==> config.mk <==
export PLATFORM = sky130hd
export DESIGN_NAME = fft_ram_sched
export DESIGN_NICKNAME = d
export VERILOG_FILES = /design/src/rtl/fft_pkg.sv /design/src/rtl/skid_fifo2.sv /design/src/rtl/fft_ram_sched.sv
export SDC_FILE = /design/constraint.sdc
export NUM_CORES = 1
export LEC_CHECK = 0
export CORE_AREA = 2 2 73 75
export CTS_BUF_LIST = sky130_fd_sc_hd__clkbuf_2
export DETAILED_ROUTE_END_ITERATION = 7
export DIE_AREA = 0 0 75 77
export GPL_TIMING_DRIVEN = 1
export PLACE_DENSITY = 0.92
export SYNTH_ARGS = -nofsm -noshare
export SYNTH_HDL_FRONTEND = slang
export SYNTH_HIERARCHICAL = 1
export SYNTH_SLANG_ARGS = --single-unit
==> constraint.sdc <==
create_clock -name clk -period 4.3 [get_ports clk]
set_clock_uncertainty 0.1 [all_clocks]
set_input_delay 0.86 -clock clk [delete_from_list [all_inputs] [get_ports clk]]
set_output_delay 0.86 -clock clk [all_outputs]
set_load 0.01 [all_outputs]
==> src/rtl/fft_pkg.sv <==
// rtl/fft_pkg.sv - shared FFT constants, sequencer state encoding and bit-reverse helper
package fft_pkg;

  localparam int WORDSIZE   = 16;
  localparam int NUMSTAGES  = 5;
  localparam int NUMSAMPLES = 32;

  typedef enum logic [1:0] {
    IDLE  = 2'd0,
    FILL  = 2'd1,
    DRAIN = 2'd2
  } state_t;

  // Reverses the low 'bits' bits of v; bits above are returned as zero.
  function automatic logic [31:0] bitrev(input logic [31:0] v, input int bits);
    logic [31:0] r;
    logic [4:0]  idx;
    r = '0;
    for (int i = 0; i < 32; i++) begin
      if (i < bits) begin
        idx  = 5'(bits - 1 - i);
        r[i] = v[idx];
      end
    end
    return r;
  endfunction

endpackage

==> src/rtl/skid_fifo2.sv <==
// rtl/skid_fifo2.sv - two-entry FIFO catching registered RAM read data ahead of the output handshake
module skid_fifo2 #(
  parameter int W = 16
) (
  input  logic         clk,
  input  logic         rst,
  input  logic         push,
  input  logic [W-1:0] push_data,
  input  logic         pop,
  output logic [W-1:0] head,
  output logic [1:0]   count
);

  logic [W-1:0] mem [2];
  logic         wptr;
  logic         rptr;

  always_ff @(posedge clk) begin
    if (rst) begin
      mem[0] <= '0;
      mem[1] <= '0;
      wptr   <= 1'b0;
      rptr   <= 1'b0;
      count  <= 2'd0;
    end else begin
      if (push) begin
        mem[wptr] <= push_data;
        wptr      <= ~wptr;
      end
      if (pop) begin
        rptr <= ~rptr;
      end
      case ({push, pop})
        2'b10:   count <= count + 2'd1;
        2'b01:   count <= count - 2'd1;
        default: count <= count;
      endcase
    end
  end

  assign head = mem[rptr];

endmodule

==> src/rtl/fft_ram_sched.sv <==
// rtl/fft_ram_sched.sv - fills the stage sample RAM with one frame, then drains it in bit-reversed or linear order
module fft_ram_sched #(
  parameter int WORDSIZE = fft_pkg::WORDSIZE,
  parameter int ADDRSIZE = fft_pkg::NUMSTAGES,
  parameter int NUMADDR  = fft_pkg::NUMSAMPLES / 4,
  parameter int BITREV   = 1
) (
  input  logic                clk,
  input  logic                rst,
  input  logic                in_valid,
  output logic                in_ready,
  input  logic [WORDSIZE-1:0] in_data,
  output logic                out_valid,
  input  logic                out_ready,
  output logic [WORDSIZE-1:0] out_data,
  output logic [ADDRSIZE-1:0] ram_read_addr,
  output logic [ADDRSIZE-1:0] ram_write_addr,
  output logic                ram_rd_en,
  output logic                ram_wr_en,
  output logic                ram_cs,
  output logic [WORDSIZE-1:0] ram_data_in,
  input  logic [WORDSIZE-1:0] ram_data_out,
  output logic                busy,
  output logic                frame_done
);

  import fft_pkg::*;

  localparam int LOGN = $clog2(NUMADDR);
  localparam int CW   = LOGN + 1;

  state_t        state;
  state_t        state_nxt;
  logic [CW-1:0] wcnt;
  logic [CW-1:0] rcnt;
  logic          in_flight;
  logic [1:0]    skid_count;
  logic          hs;
  logic          pop;
  logic          issue;
  logic          last_pop;
  logic [2:0]    occ_after;
  logic [LOGN-1:0] rd_idx;

  assign in_ready  = !rst && (state == IDLE || state == FILL);
  assign hs        = in_valid && in_ready;
  assign out_valid = (skid_count != 2'd0);
  assign pop       = out_valid && out_ready;

  // Slots held or in flight after this cycle's pop; a new read may only claim a free one.
  assign occ_after = 3'(skid_count) + 3'(in_flight) - 3'(pop);
  assign issue     = (state == DRAIN) && (rcnt < CW'(NUMADDR)) && (occ_after < 3'd2);
  assign last_pop  = pop && (state == DRAIN) && (rcnt == CW'(NUMADDR)) &&
                     !in_flight && (skid_count == 2'd1);

  assign rd_idx = rcnt[LOGN-1:0];

  always_comb begin
    ram_read_addr = '0;
    if (BITREV != 0) begin
      ram_read_addr = ADDRSIZE'(bitrev(32'(rd_idx), LOGN));
    end else begin
      ram_read_addr = ADDRSIZE'(rd_idx);
    end
  end

  assign ram_write_addr = ADDRSIZE'(wcnt[LOGN-1:0]);
  assign ram_data_in    = in_data;
  assign ram_wr_en      = hs;
  assign ram_rd_en      = issue;
  assign ram_cs         = hs || issue;
  assign busy           = (state == FILL) || (state == DRAIN);
  assign frame_done     = last_pop;

  always_comb begin
    state_nxt = state;
    case (state)
      IDLE:    if (hs) state_nxt = FILL;
      FILL:    if (hs && wcnt == CW'(NUMADDR - 1)) state_nxt = DRAIN;
      DRAIN:   if (last_pop) state_nxt = IDLE;
      default: state_nxt = IDLE;
    endcase
  end

  always_ff @(posedge clk) begin
    if (rst) begin
      state     <= IDLE;
      wcnt      <= '0;
      rcnt      <= '0;
      in_flight <= 1'b0;
    end else begin
      state     <= state_nxt;
      in_flight <= issue;
      if (hs) begin
        if (wcnt == CW'(NUMADDR - 1)) wcnt <= '0;
        else                          wcnt <= wcnt + 1'b1;
      end
      if (last_pop)   rcnt <= '0;
      else if (issue) rcnt <= rcnt + 1'b1;
    end
  end

  skid_fifo2 #(
    .W (WORDSIZE)
  ) u_skid (
    .clk       (clk),
    .rst       (rst),
    .push      (in_flight),
    .push_data (ram_data_out),
    .pop       (pop),
    .head      (out_data),
    .count     (skid_count)
  );

endmodule

==> impl_metrics.json <==
{
  "start_util": 0.4992,
  "synth_flop_cell": "edfxtp_1",
  "area_growth_pct": 18.18,
  "die_h_um": 77,
  "vdd_drop_max_mv": 0.2885,
  "h-tree-depth": 2,
  "ctsHoldBuffers": 0,
  "dr.pass1.iters": 4,
  "worstSetupStartpointType": "input port",
  "dp.cells": 319,
  "vias": 1637,
  "worst_path_most_repeated_cell": "clkdlybuf4s50_1",
  "clock-root-buffer": "clkbuf_2",
  "synthArstFlopShare": 0,
  "worstPathArrival_ns": 3.11,
  "tightest_slew_ns": 0.8250,
  "use_met3": 0.04731,
  "grt_busiest_layer": "met2",
  "yosys_warnings": 6,
  "worstSkewPairLatency_ns": 0.40,
  "synth-seq-cells": 48,
  "antenna_cells": 0,
  "hold_viol": 0,
  "row_count": 26,
  "layout_common_cells": "clkdlybuf4s50_1 (47), nor2_1 (44), edfxtp_1 (32), nand2b_1 (21)",
  "cts_tree": "built",
  "core_area_mm2": 0.004977,
  "nNetsFinal": 301,
  "end_kind": "primary output",
  "grtUsageMet2": 0.2947,
  "netlist.area_leader.share": 0.3867,
  "critPathMaxFanout": 6,
  "ant_nets": 0,
  "grt_use_total": 0.1645,
  "period_needed_ns": 4.067,
  "synthCells": 231,
  "syn_area_mm2": 0.002485,
  "yosys.area.top_type": "edfxtp_1",
  "fp.dieArea_mm2": 0.005775,
  "layout_commonest_cell": "clkdlybuf4s50_1",
  "critical_path.cell_chain": "clkdlybuf4s50_1 -> nand2_1 -> nor2_1 -> o21ai_0 -> fa_1 -> and3b_2 -> and2_4 -> clkdlybuf4s50_1",
  "numCtsBuffers": 5,
  "use_met1": 0.1696,
  "io_buffers": 48,
  "fin_setup_tns_ns": 0,
  "drt-vias-per-instance": 5.006,
  "maxCapViolCount": 0,
  "overflow": 0,
  "cts_buffer_depth": 2,
  "stdcell_count": 327,
  "dr.first_iter.drc_count": 61,
  "fin_util": 0.5900,
  "grt_max_degree": 35,
  "antenna_found_initial": 0,
  "critical_path_class": "input port to primary output",
  "slew-limit-headroom": 0.4500,
  "grt_pass1_wl_um": 7300,
  "grt_pass1_vias": 1743,
  "synth.distinct_cells": 38,
  "slowest_stage": "clkdlybuf4s50_1",
  "finalMaxSlewViolations": 0,
  "required_ns": 3.34,
  "power.leakage_uw": 0.001081,
  "design_area_mm2": 0.002937,
  "place_congestion": 0.7638,
  "drive_gt1_frac": 0.1284,
  "fin_crit_sh": 0.9459,
  "synth.area.top_cells": "edfxtp_1 (39%), dfxtp_1 (13%), buf_4 (8.2%)",
  "fin_hold_ws_ns": 0.3999,
  "fmax_mhz": 245.9,
  "drcViolationCount": 0,
  "avgRoutedWirePerCell_um": 14.04,
  "wirelength_um": 4591,
  "die_w_um": 75,
  "seq_area_frac_synth": 0.5156,
  "clock_sinks": 48,
  "rsz0062_at_grt": "false",
  "hpwl_um": 3083,
  "crit_path_max_incr_delay_ns": 0.54,
  "worstHoldPathType": "flip-flop to flip-flop",
  "p_per_area_mw_per_mm2": 388.9,
  "placed_area_mm2": 0.002840,
  "setup_viol": 0,
  "path_clk_slew_ns": 0.22,
  "ioPinCount": 85,
  "synth_area_per_cell_um2": 10.76,
  "synth_edf_count": 32,
  "run_status": "completed"
}
-- cell usage after synthesis, types with 2 or more instances --
| cell type | count |
|---|---|
| a21oi_1 | 7 |
| and2_1 | 2 |
| and3b_1 | 2 |
| buf_2 | 4 |
| buf_4 | 27 |
| clkbuf_1 | 3 |
| dfxtp_1 | 16 |
| edfxtp_1 | 32 |
| ha_1 | 8 |
| inv_1 | 7 |
| mux2_2 | 16 |
| nand2_1 | 5 |
| nand2b_1 | 21 |
| nand3_1 | 2 |
| nand3b_1 | 2 |
| nor2_1 | 44 |
| nor2b_1 | 2 |
| o21ai_0 | 6 |
| xnor2_1 | 5 |
| xor2_1 | 2 |
-- metal layers --
layer / up-vias / wire [um]
li1: 792 / -
met1: 779 / 1924
met2: 54 / 2365
met3: 12 / 228
met4: 0 / 72
met5: - / 0
-- path summary, 6_finish.rpt --
kind	start	end	slack, ns	cells past startpoint
worst max-delay path	out_ready	ram_rd_en	0.23	8
worst min-delay path	wcnt[3]$_SDFFE_PP0P_	wcnt[3]$_SDFFE_PP0P_	0.40	2
worst max register to register	u_skid/wptr$_SDFFE_PP0P_	u_skid/mem[0][7]$_SDFFCE_PN0P_	2.12	2
worst min register to register	wcnt[3]$_SDFFE_PP0P_	wcnt[3]$_SDFFE_PP0P_	0.40	2
-- stage by stage --
step,worst slack [ns],power (uW)
finish,0.2328,1142
CTS,0.01223,1150
detailed placement,0.05586,855.1
floorplan,1.068,750.7
global route,0.09343,1198
global placement,0.1026,845.9
-- final cells by class --
class	instances	area [um2]
tap	70	87.58
inverter	7	26.28
clock inverter	2	60.06
multi-input combinational	144	953.4
sequential	48	1281
fill	425	2041
timing repair buffer	50	498.0
clock buffer	6	30.03
-- state kept, by name (all words and copies together), names as in the netlist, named ones only --
| register | cells |
|---|---|
| rcnt | 4 |
| in_flight | 1 |
| u_skid/wptr | 1 |
| u_skid/rptr | 1 |
| state | 2 |
| u_skid/mem | 32 |
| wcnt | 4 |
| u_skid/count | 2 |
-- worst max-delay path: cells and delay by family --
kind | cells | cell delay, ns
AO/OA/AOI/OAI | 1 | 0.12
adder cells (fa/ha/maj) | 1 | 0.50
buffers and inverters | 2 | 1.05
AND/OR/NAND/NOR | 4 | 0.57
-- cells by family after synthesis --
family          Yosys count  synth area share
compound gates           18           0.04481
xor+xnor                  7           0.02467
fa+ha+maj                 9           0.04834
buf+inv                  42            0.1067
flops                    48            0.5156
mux                      16           0.07251
other cells               1          0.001509
simple gates             90            0.1858
-- report_power, final --
part / switching, uW / internal (uW)
sequential: 29.2 / 527
clock: 138 / 159
combinational: 130 / 158
total: 298 / 844
-- timing repair --
action                                  in CTS  in global routing
endpoints found under the setup margin       0                  2
buffers inserted                             0                  0
resized for setup                            0                  4
Note: power is estimated with default switching activity, not from simulation.
